==> config.mk <==
export PLATFORM = sky130hd
export DESIGN_NAME = binary_morph_3x3_flat
export DESIGN_NICKNAME = d
export VERILOG_FILES = /design/src/rtl/binary_morph_3x3_pkg.sv /design/src/rtl/binary_morph_3x3_if.sv /design/src/rtl/binary_morph_3x3_pos_cnt.sv /design/src/rtl/binary_morph_3x3.sv /design/src/flat_wrapper.sv
export SDC_FILE = /design/constraint.sdc
export NUM_CORES = 1
export LEC_CHECK = 0
export BUFFER_PORTS_ARGS = -buffer_cell sky130_fd_sc_hd__buf_2
export CORE_MARGIN = 5
export CORE_UTILIZATION = 45
export CTS_BUF_LIST = sky130_fd_sc_hd__clkbuf_2
export DETAILED_ROUTE_END_ITERATION = 8
export PLACE_DENSITY = 0.68
export SLEW_MARGIN = 20
export SYNTH_ARGS = -nofsm -noshare
export SYNTH_HDL_FRONTEND = slang
export SYNTH_SLANG_ARGS = --single-unit
==> constraint.sdc <==
create_clock -name clk -period 2.8 [get_ports clk]
set_input_delay 0.42 -clock clk [delete_from_list [all_inputs] [get_ports clk]]
set_output_delay 0.42 -clock clk [all_outputs]
set_load 0.005 [all_outputs]
==> src/rtl/binary_morph_3x3_pkg.sv <==
// Shared types and constants for the 3x3 binary morphology stage.
package morph_pkg;

  localparam logic MODE_ERODE  = 1'b0;
  localparam logic MODE_DILATE = 1'b1;

  localparam int POS_W    = 16;
  localparam int FG_CNT_W = 32;
  localparam int PIPE_LAT = 2;

  // Stage-1 payload: per-row reductions plus what S2 needs to finish the pixel.
  typedef struct packed {
    logic       border;
    logic       mode;
    logic [2:0] rows;
  } s1_t;

  function automatic logic reduce3(input logic [2:0] v, input logic mode);
    return (mode == MODE_DILATE) ? |v : &v;
  endfunction

endpackage

==> src/rtl/binary_morph_3x3_if.sv <==
// Window-in / pixel-out bundle between the window generator, morphology stage and display path.
interface binary_morph_3x3_if;
  import morph_pkg::*;

  logic                mode;
  logic                win_en;
  logic                p11, p12, p13;
  logic                p21, p22, p23;
  logic                p31, p32, p33;
  logic                morph_en;
  logic                morph_data;
  logic [FG_CNT_W-1:0] fg_count;
  logic                fg_valid;

  modport master (
    output mode, win_en, p11, p12, p13, p21, p22, p23, p31, p32, p33,
    input  morph_en, morph_data, fg_count, fg_valid
  );

  modport slave (
    input  mode, win_en, p11, p12, p13, p21, p22, p23, p31, p32, p33,
    output morph_en, morph_data, fg_count, fg_valid
  );
endinterface

==> src/rtl/binary_morph_3x3_pos_cnt.sv <==
// Column/row position tracker for a window stream; flags frame start, border and last position.
module morph_pos_cnt
  import morph_pkg::*;
#(
  parameter logic [POS_W-1:0] CNT_COL_MAX = 16'd1023,
  parameter logic [POS_W-1:0] CNT_ROW_MAX = 16'd767
) (
  input  logic clk,
  input  logic rst_n,
  input  logic win_en,
  output logic frame_start,
  output logic border,
  output logic last_pos
);

  logic [POS_W-1:0] col_q, col_d;
  logic [POS_W-1:0] row_q, row_d;

  always_comb begin
    col_d = col_q;
    row_d = row_q;
    if (win_en) begin
      if (col_q == CNT_COL_MAX) begin
        col_d = '0;
        row_d = (row_q == CNT_ROW_MAX) ? '0 : row_q + POS_W'(1);
      end else begin
        col_d = col_q + POS_W'(1);
      end
    end
  end

  always_ff @(posedge clk or negedge rst_n) begin
    if (!rst_n) begin
      col_q <= '0;
      row_q <= '0;
    end else begin
      col_q <= col_d;
      row_q <= row_d;
    end
  end

  assign frame_start = win_en && (col_q == '0) && (row_q == '0);
  // Left two columns hold windows that wrap across the line; top row has no row above.
  assign border      = (col_q < POS_W'(2)) || (row_q < POS_W'(1));
  assign last_pos    = (col_q == CNT_COL_MAX) && (row_q == CNT_ROW_MAX);

endmodule

==> src/rtl/binary_morph_3x3.sv <==
// 3x3 binary erode/dilate with border forcing, fixed 2-cycle latency.
// Optional per-frame foreground count when MORPH_STATS_EN is defined.
module binary_morph_3x3
  import morph_pkg::*;
#(
  parameter logic [POS_W-1:0] CNT_COL_MAX = 16'd1023,
  parameter logic [POS_W-1:0] CNT_ROW_MAX = 16'd767,
  parameter logic             BORDER_VAL  = 1'b0
) (
  input logic              clk,
  input logic              rst_n,
  binary_morph_3x3_if.slave bus
);

  logic frame_start, border;
`ifdef MORPH_STATS_EN
  logic last_pos;
`endif

  morph_pos_cnt #(
    .CNT_COL_MAX (CNT_COL_MAX),
    .CNT_ROW_MAX (CNT_ROW_MAX)
  ) u_pos (
    .clk         (clk),
    .rst_n       (rst_n),
    .win_en      (bus.win_en),
    .frame_start (frame_start),
    .border      (border),
`ifdef MORPH_STATS_EN
    .last_pos    (last_pos)
`else
    .last_pos    ()
`endif
  );

  logic mode_q, mode_d, mode_eff;
  logic [PIPE_LAT:1] vld_pipe_q, vld_pipe_d;
  s1_t  s1_q, s1_d;
  logic morph_data_q, morph_data_d;

  // The frame-start pixel already uses the newly sampled mode.
  assign mode_eff = frame_start ? bus.mode : mode_q;

  always_comb begin
    mode_d          = mode_eff;
    vld_pipe_d      = {vld_pipe_q[PIPE_LAT-1:1], bus.win_en};
    s1_d.border     = border;
    s1_d.mode       = mode_eff;
    s1_d.rows[2]    = reduce3({bus.p11, bus.p12, bus.p13}, mode_eff);
    s1_d.rows[1]    = reduce3({bus.p21, bus.p22, bus.p23}, mode_eff);
    s1_d.rows[0]    = reduce3({bus.p31, bus.p32, bus.p33}, mode_eff);
    morph_data_d    = morph_data_q;
    if (vld_pipe_q[1])
      morph_data_d = s1_q.border ? BORDER_VAL : reduce3(s1_q.rows, s1_q.mode);
  end

  always_ff @(posedge clk or negedge rst_n) begin
    if (!rst_n) begin
      mode_q       <= MODE_ERODE;
      vld_pipe_q   <= '0;
      s1_q         <= '0;
      morph_data_q <= 1'b0;
    end else begin
      mode_q       <= mode_d;
      vld_pipe_q   <= vld_pipe_d;
      s1_q         <= s1_d;
      morph_data_q <= morph_data_d;
    end
  end

  assign bus.morph_en   = vld_pipe_q[PIPE_LAT];
  assign bus.morph_data = morph_data_q;

`ifdef MORPH_STATS_EN
  logic [PIPE_LAT:1]   last_pipe_q, last_pipe_d;
  logic [FG_CNT_W-1:0] acc_q, acc_d;
  logic [FG_CNT_W-1:0] fg_count_q, fg_count_d;
  logic                fg_valid_q, fg_valid_d;

  // last_pipe runs in lockstep with vld_pipe, so it is only meaningful where morph_en is high.
  always_comb begin
    last_pipe_d = {last_pipe_q[PIPE_LAT-1:1], last_pos};
    acc_d       = acc_q;
    fg_count_d  = fg_count_q;
    fg_valid_d  = 1'b0;
    if (vld_pipe_q[PIPE_LAT]) begin
      if (last_pipe_q[PIPE_LAT]) begin
        fg_count_d = acc_q + FG_CNT_W'(morph_data_q);
        fg_valid_d = 1'b1;
        acc_d      = '0;
      end else if (morph_data_q) begin
        acc_d = acc_q + FG_CNT_W'(1);
      end
    end
  end

  always_ff @(posedge clk or negedge rst_n) begin
    if (!rst_n) begin
      last_pipe_q <= '0;
      acc_q       <= '0;
      fg_count_q  <= '0;
      fg_valid_q  <= 1'b0;
    end else begin
      last_pipe_q <= last_pipe_d;
      acc_q       <= acc_d;
      fg_count_q  <= fg_count_d;
      fg_valid_q  <= fg_valid_d;
    end
  end

  assign bus.fg_count = fg_count_q;
  assign bus.fg_valid = fg_valid_q;
`else
  assign bus.fg_count = '0;
  assign bus.fg_valid = 1'b0;
`endif

endmodule
==> src/flat_wrapper.sv <==
// flat-port wrapper written by rule: the top's interface ports become plain ports
module binary_morph_3x3_flat import morph_pkg::*;
#(
  parameter logic [POS_W-1:0] CNT_COL_MAX = 16'd1023,
  parameter logic [POS_W-1:0] CNT_ROW_MAX = 16'd767,
  parameter logic             BORDER_VAL  = 1'b0
)
  (clk, rst_n, bus_mode, bus_win_en, bus_p11, bus_p12, bus_p13, bus_p21, bus_p22, bus_p23, bus_p31, bus_p32, bus_p33, bus_morph_en, bus_morph_data, bus_fg_count, bus_fg_valid);
  binary_morph_3x3_if bus_i ();
  input logic clk;
  input logic rst_n;
  input wire logic [$bits(bus_i.mode)-1:0] bus_mode;
  input wire logic [$bits(bus_i.win_en)-1:0] bus_win_en;
  input wire logic [$bits(bus_i.p11)-1:0] bus_p11;
  input wire logic [$bits(bus_i.p12)-1:0] bus_p12;
  input wire logic [$bits(bus_i.p13)-1:0] bus_p13;
  input wire logic [$bits(bus_i.p21)-1:0] bus_p21;
  input wire logic [$bits(bus_i.p22)-1:0] bus_p22;
  input wire logic [$bits(bus_i.p23)-1:0] bus_p23;
  input wire logic [$bits(bus_i.p31)-1:0] bus_p31;
  input wire logic [$bits(bus_i.p32)-1:0] bus_p32;
  input wire logic [$bits(bus_i.p33)-1:0] bus_p33;
  output wire logic [$bits(bus_i.morph_en)-1:0] bus_morph_en;
  output wire logic [$bits(bus_i.morph_data)-1:0] bus_morph_data;
  output wire logic [$bits(bus_i.fg_count)-1:0] bus_fg_count;
  output wire logic [$bits(bus_i.fg_valid)-1:0] bus_fg_valid;
  assign bus_i.mode = bus_mode;
  assign bus_i.win_en = bus_win_en;
  assign bus_i.p11 = bus_p11;
  assign bus_i.p12 = bus_p12;
  assign bus_i.p13 = bus_p13;
  assign bus_i.p21 = bus_p21;
  assign bus_i.p22 = bus_p22;
  assign bus_i.p23 = bus_p23;
  assign bus_i.p31 = bus_p31;
  assign bus_i.p32 = bus_p32;
  assign bus_i.p33 = bus_p33;
  assign bus_morph_en = bus_i.morph_en;
  assign bus_morph_data = bus_i.morph_data;
  assign bus_fg_count = bus_i.fg_count;
  assign bus_fg_valid = bus_i.fg_valid;
  binary_morph_3x3 #(.CNT_COL_MAX(CNT_COL_MAX), .CNT_ROW_MAX(CNT_ROW_MAX), .BORDER_VAL(BORDER_VAL)) u_core (.clk(clk), .rst_n(rst_n), .bus(bus_i));
endmodule
==> impl_metrics.toml, run 1 <==
[outcome]
status = "finished clean"

[pwr]
p_per_area_mw_per_mm2 = 480.5
peakVddDrop_uv = 210.4
p_leak_uw = 0.001154

[logic_synthesis]
async_flop_share = 1.000
synth.avg_cell_area_um2 = 9.838
synth_commonest_cells = "dfrtp_1, buf_4, nand2_1"
syn_area_mm2 = 0.002292
syn_inst = 233
synth_edf_count = 0
synth-seq-cells = 40
yosysWarnings = 0
synth_most_common_cell = "dfrtp_1"
ys_seq_area_frac = 0.4367
ys.flop_type = "dfrtp_1"
synth.distinct_cells = 38
synth_top_area_cell = "dfrtp_1"
netlist.area_leader.share = 0.4367
yosys-top-cells-area = "dfrtp_1, buf_4, xnor2_1"

[clocking]
cts_root_buf = "clkbuf_2"
cts_tree = "yes"
cts_buffers = 5
post_cts_buffers = 0
cts.sinks = 40
ctsLongestPathBuffers = 2
hold_buffers = 0
htreeDepth = 2
clk_latency_ns = 0.39
clk_pin_slew_worst_paths_ns = 0.21
ctsResizeCount = 0

[place]
hpwlAfterDp_mm = 2.995
port_buffers = 14
pre_cts_ws_ns = 0.6007
place_area_mm2 = 0.002307
place_congestion = 0.8222

[floorplanning]
die_w_um = 81.37
dieHeight_um = 81.37
dieArea_mm2 = 0.006621
pin_count = 48
rows = 26
design.core.area_mm2 = 0.005042
initial_core_util = 0.4546

[timing]
rsz0062_at_grt = "false"
setup_violations = 0
finalHoldViolations = 0
clock_skew_ns = 0.01499
maxSlewHeadroom = 0.4196
drv_slew = 0
tightest_slew_ns = 0.8706
layout_min_cycle_time_ns = 2.229
whs_ns = 0.1035
finalCritPeriodShare = 0.7961
tns_ns = 0
setup_ws_ns = 0.5710
fmax_mhz = 448.6

[drt]
vias_per_cell = 5.016
wl_per_cell_um = 12.73
dr.first_iter.drc_count = 120
vias = 1610
drc = 0
ant_nets = 0
totalWireLength_mm = 4.085
drtPass1Iterations = 4

[setup_path]
crit_start = "u_core.u_pos.col_q[10]"
critPathMaxFanout = 14
crit-reg2reg-launch = "u_core.u_pos.col_q[10]"
cp.required_ns = 3.10
end_kind = "flop"
r2r-end = "u_core.u_pos.row_q[3]"
crit_type = "reg -> reg"
critPathLaunchType = "flop"
crit_arrival_ns = 2.53
ff2ff_path_depth = 5
r2r_setup_slack_ns = 0.57
crit_path_end = "u_core.u_pos.row_q[3]"

[grt]
grt_max_degree = 41
overflow = 0
grt_pass1_wl_mm = 6.789
grtUsageTotal = 0.1325
antenna_found_initial = 0
grt_pass1_vias = 1533

[cells_and_area]
layout-drive-gt1-share = 0.1355
nNetsFinal = 267
regArea_mm2 = 0.001001
multi_input_area_mm2 = 0.001111
syn_to_final_growth_pct = 3.603
num_antenna_cells = 0
fillers = 498
fin_area_mm2 = 0.002375

[min_path]
hp-class = "in -> async"

[job]
drv_cap = 0
## area by class of cell
cell class / instances / share of cell area
Tap cell: 70 / 0.03688
Multi-Input combinational cell: 180 / 0.4679
Clock buffer: 5 / 0.01054
Clock inverter: 3 / 0.01791
Inverter: 8 / 0.01264
Timing Repair Buffer: 15 / 0.03267
Sequential cell: 40 / 0.4215
## sequential cells by signal, indices dropped and copies added, names as in the netlist, named ones only
register	count
u_core.s1_q	4
u_core.u_pos.row_q	16
u_core.vld_pipe_q	2
u_core.u_pos.col_q	16
u_core.bus.morph_data	1
## critical path, cell delays in order (launching register included)
cell and delay (ns):
dfrtp_1 0.47, or4_4 0.59, nor4_4 0.34, and2_4 0.31
nand2_1 0.12, o31ai_1 0.31
## worst min path at each step
stage	cells past startpoint	to	startpoint
after detailed placement	0	u_core.vld_pipe_q[2]	u_core.vld_pipe_q[1]
final	1	u_core.u_pos.row_q[0]	rst_n
after floorplan	0	asynchronous set/reset pin	rst_n
after global placement	0	u_core.vld_pipe_q[2]	u_core.vld_pipe_q[1]
after global routing	1	u_core.u_pos.row_q[8]	rst_n
after CTS	1	u_core.u_pos.row_q[2]	rst_n
## cells in the final DEF (no fill, tap or decap), drive strengths merged, types with 7 or more instances in the layout
master  netlist  final
dfrtp        40     40
xnor2        13     13
a21oi        10     10
nand2        18     18
nand3        16     16
nand4         8      8
conb          1     33
inv           8      8
nor2         11     11
buf          34     15
xor2          7      7
o21ai        13     13
and3         10     10
## metrics by stage
| step | power (uW) | cells | utilization |
|---|---|---|---|
| after floorplan | 790.3 | 265 | - |
| after global placement | 803.8 | 313 | 0.4576 |
| after detailed placement | 807.9 | 313 | 0.4576 |
| after CTS | 1155 | 321 | 0.4710 |
| after global routing | 1209 | 321 | 0.4710 |
| final | 1141 | 321 | 0.4710 |
## where the power goes
group	total (uW)	leakage, uW	internal [uW]	switching [uW]
clock network	344	0.0000390	149	195
logic	127	0.000577	51.6	75.4
registers	671	0.000537	623	47.2
## layer usage
metal  up-vias  track usage  wire length (um)
li1        786            -                 -
met1       767       0.1664              1834
met2        49       0.2142              1915
met3         8      0.03437               272
met4         0      0.05743                63
met5         -            0                 0
## logic make-up after synthesis
group	count (synthesis)	synth area share
and+or+nand+nor	82	0.2096
buffers and inverters	45	0.1310
DFF	40	0.4367
AOI/OAI and AO/OA	34	0.08789
xor gates and xnor gates	20	0.07642
muxes	7	0.03493
adders and majority gates	4	0.02183
other	1	0.001636
No activity file was read; power rests on OpenSTA's default activity.
==> run 2, diff against run 1 <==
- ABC_AREA: not set -> 1
- PLACE_DENSITY: 0.68 -> 0.67
- clock period: 2.8 -> 2.3 ns (I/O delays scaled with it)
==> impl_metrics.toml, run 2 <==
[min_path]
worstHoldStart = "bus_win_en"
holdPathStages = 1
holdPathEnd = "u_core.vld_pipe_q[1]"
hp-class = "in -> reg"

[cells_and_area]
layout-drive-gt1-share = 0.1072
regArea_mm2 = 0.001001
final_cell_mix = "nand2_1, inv_1, nand3_1"
nNetsFinal = 390
mostFrequentLayoutCell = "nand2_1"
fillers = 549
num_antenna_cells = 0
multi_input_area_mm2 = 0.001269
syn_to_final_growth_pct = 4.700
top_regs = "u_core.u_pos.col_q: 16 flops, u_core.u_pos.row_q: 16 flops, u_core.s1_q: 4 flops"

[logic_synthesis]
syn_inst = 353
synth-seq-cells = 40
synth.distinct_cells = 30
netlist.area_leader.share = 0.3837
ys_seq_area_frac = 0.3837
yosysWarnings = 0
syn_area_mm2 = 0.002609
synth_top_area_cell = "dfrtp_1"
ys.flop_type = "dfrtp_1"
synth.avg_cell_area_um2 = 7.390
synth_most_common_cell = "nand2_1"
synth_edf_count = 0
async_flop_share = 1.000
synth_commonest_cells = "nand2_1, inv_1, nand3_1"
yosys-top-cells-area = "dfrtp_1, buf_4, nand2_1"

[clocking]
cts_root_buf = "clkbuf_2"
post_cts_buffers = 0
cts_tree = "yes"
htreeDepth = 2
cts.sinks = 40
cts_buffers = 5
clk_pin_slew_worst_paths_ns = 0.19
ctsResizeCount = 0
clk_latency_ns = 0.42
ctsLongestPathBuffers = 2

[drt]
drtPass1Iterations = 4
ant_nets = 0
totalWireLength_mm = 5.137
drc = 0
vias_per_cell = 4.811
dr.first_iter.drc_count = 90
wl_per_cell_um = 11.54
vias = 2141

[setup_path]
end_kind = "flop"
critPathLaunchType = "flop"
ff2ff_path_depth = 8
crit_type = "reg -> reg"
r2r_setup_slack_ns = 0.51
critPathMaxFanout = 14
crit-reg2reg-launch = "u_core.u_pos.col_q[13]"
r2r-end = "u_core.u_pos.row_q[6]"
crit_arrival_ns = 2.09
cp.required_ns = 2.60

[grt]
overflow = 0
grt_pass1_wl_mm = 8.832
grt_max_degree = 20
antenna_found_initial = 0
grtUsageTotal = 0.1486
grt_pass1_vias = 1981

[place]
hpwlAfterDp_mm = 4.019
pre_cts_ws_ns = 0.5177
place_congestion = 0.8531
port_buffers = 14

[timing]
setup_violations = 0
clock_skew_ns = 0.03757
layout_min_cycle_time_ns = 1.795
rsz0062_at_grt = "false"
finalHoldViolations = 0
setup_ws_ns = 0.5054
maxSlewHeadroom = 0.6301
drv_slew = 0
tns_ns = 0
tightest_slew_ns = 0.5506
finalCritPeriodShare = 0.7803
fmax_mhz = 557.2

[floorplanning]
design.core.area_mm2 = 0.005574
rows = 27
initial_core_util = 0.4680
die_w_um = 86.14
dieHeight_um = 86.14
pin_count = 48
dieArea_mm2 = 0.007420

[pwr]
p_per_area_mw_per_mm2 = 663.2
p_leak_uw = 0.001384
peakVddDrop_uv = 303.5

[outcome]
status = "finished clean"

[job]
drv_cap = 0
[run 2: cell types whose count changed in the layout (fill, tap and decap cells not counted), moves of 4 or more]
cell     change
a21oi_1      -6
and3_1      -10
and4_1       -4
inv_1       +39
mux2i_1      -4
nand2_1     +50
nand3_1     +33
nor2_1      +23
nor3_1      +11
o21ai_2      +5
xnor2_1      -9
[run 2: per-layer routing]
layer  track usage  up-vias  part of all wire
met3       0.03458        5             0.061
met1        0.2006      970              0.47
met4       0.04604        0             0.012
met5             0        -                 0
met2        0.2355       58              0.46
li1              -     1108                 -
[run 2: kinds of logic (layout without fill, tap and decap cells)]
family | after synthesis | in the layout | share of synthesized area
compound gates | 28 | 28 | 0.06379
xor+xnor | 11 | 11 | 0.03693
fa+ha+maj | 4 | 4 | 0.01919
buf+inv | 86 | 74 | 0.1760
flops | 40 | 40 | 0.3837
other cells | 1 | 33 | 0.001437
simple gates | 183 | 183 | 0.3189
[run 2: per-stage QoR]
stage | area, um^2 | hold WS [ns] | instances | total power, uW | utilization
3_5_place_dp | 2636 | 0.3402 | 437 | 1294 | 0.4730
6_report | 2731 | 0.1606 | 445 | 1812 | 0.4900
4_1_cts | 2731 | 0.1370 | 445 | 1824 | 0.4900
2_1_floorplan | 2729 | 0.04941 | 385 | 1224 | -
3_3_place_gp | 2636 | 0.3327 | 437 | 1288 | 0.4730
5_1_grt | 2731 | 0.1304 | 445 | 1930 | 0.4900
[run 2: layout make-up]
cell class                 instances  area share
multi-input combinational        259      0.4645
sequential                        40      0.3665
inverter                          49     0.06734
timing repair buffer              18     0.03756
tap                               72     0.03298
clock inverter                     2     0.02199
clock buffer                       5    0.009162
[run 2: power by group]
| group | switching [uW] | internal, uW |
|---|---|---|
| sequential | 111 | 794 |
| combinational | 261 | 123 |
| clock | 236 | 287 |
| total | 608 | 1200 |
[run 2: worst max-delay path by stage]
| stage | start | slack (ns) | cells past startpoint | to |
|---|---|---|---|---|
| finish | u_core.u_pos.col_q[13] | 0.51 | 8 | u_core.u_pos.row_q[6] |
| global route | u_core.u_pos.col_q[14] | 0.38 | 8 | u_core.u_pos.row_q[8] |
| CTS | u_core.u_pos.col_q[13] | 0.50 | 8 | u_core.u_pos.row_q[6] |
| detailed placement | u_core.u_pos.col_q[13] | 0.52 | 8 | u_core.u_pos.row_q[9] |
| global placement | u_core.u_pos.col_q[13] | 0.53 | 8 | u_core.u_pos.row_q[3] |
| floorplan | u_core.u_pos.col_q[10] | 0.85 | 9 | u_core.u_pos.row_q[6] |
[run 2: timing repair]
action                                  4_1_cts  5_1_grt
endpoints found under the setup margin        0        0
hold endpoints to repair                     17        0
hold buffers                                  1        0
[run 2: worst max-delay path, stage by stage, from the launching register on]
cell     delay (ns)
dfrtp_1        0.45
nor2_1         0.11
nand2_1        0.14
nor3_4         0.26
nand2_2        0.13
nor2_4         0.26
inv_2          0.19
nand2_1        0.11
o21ai_2        0.05
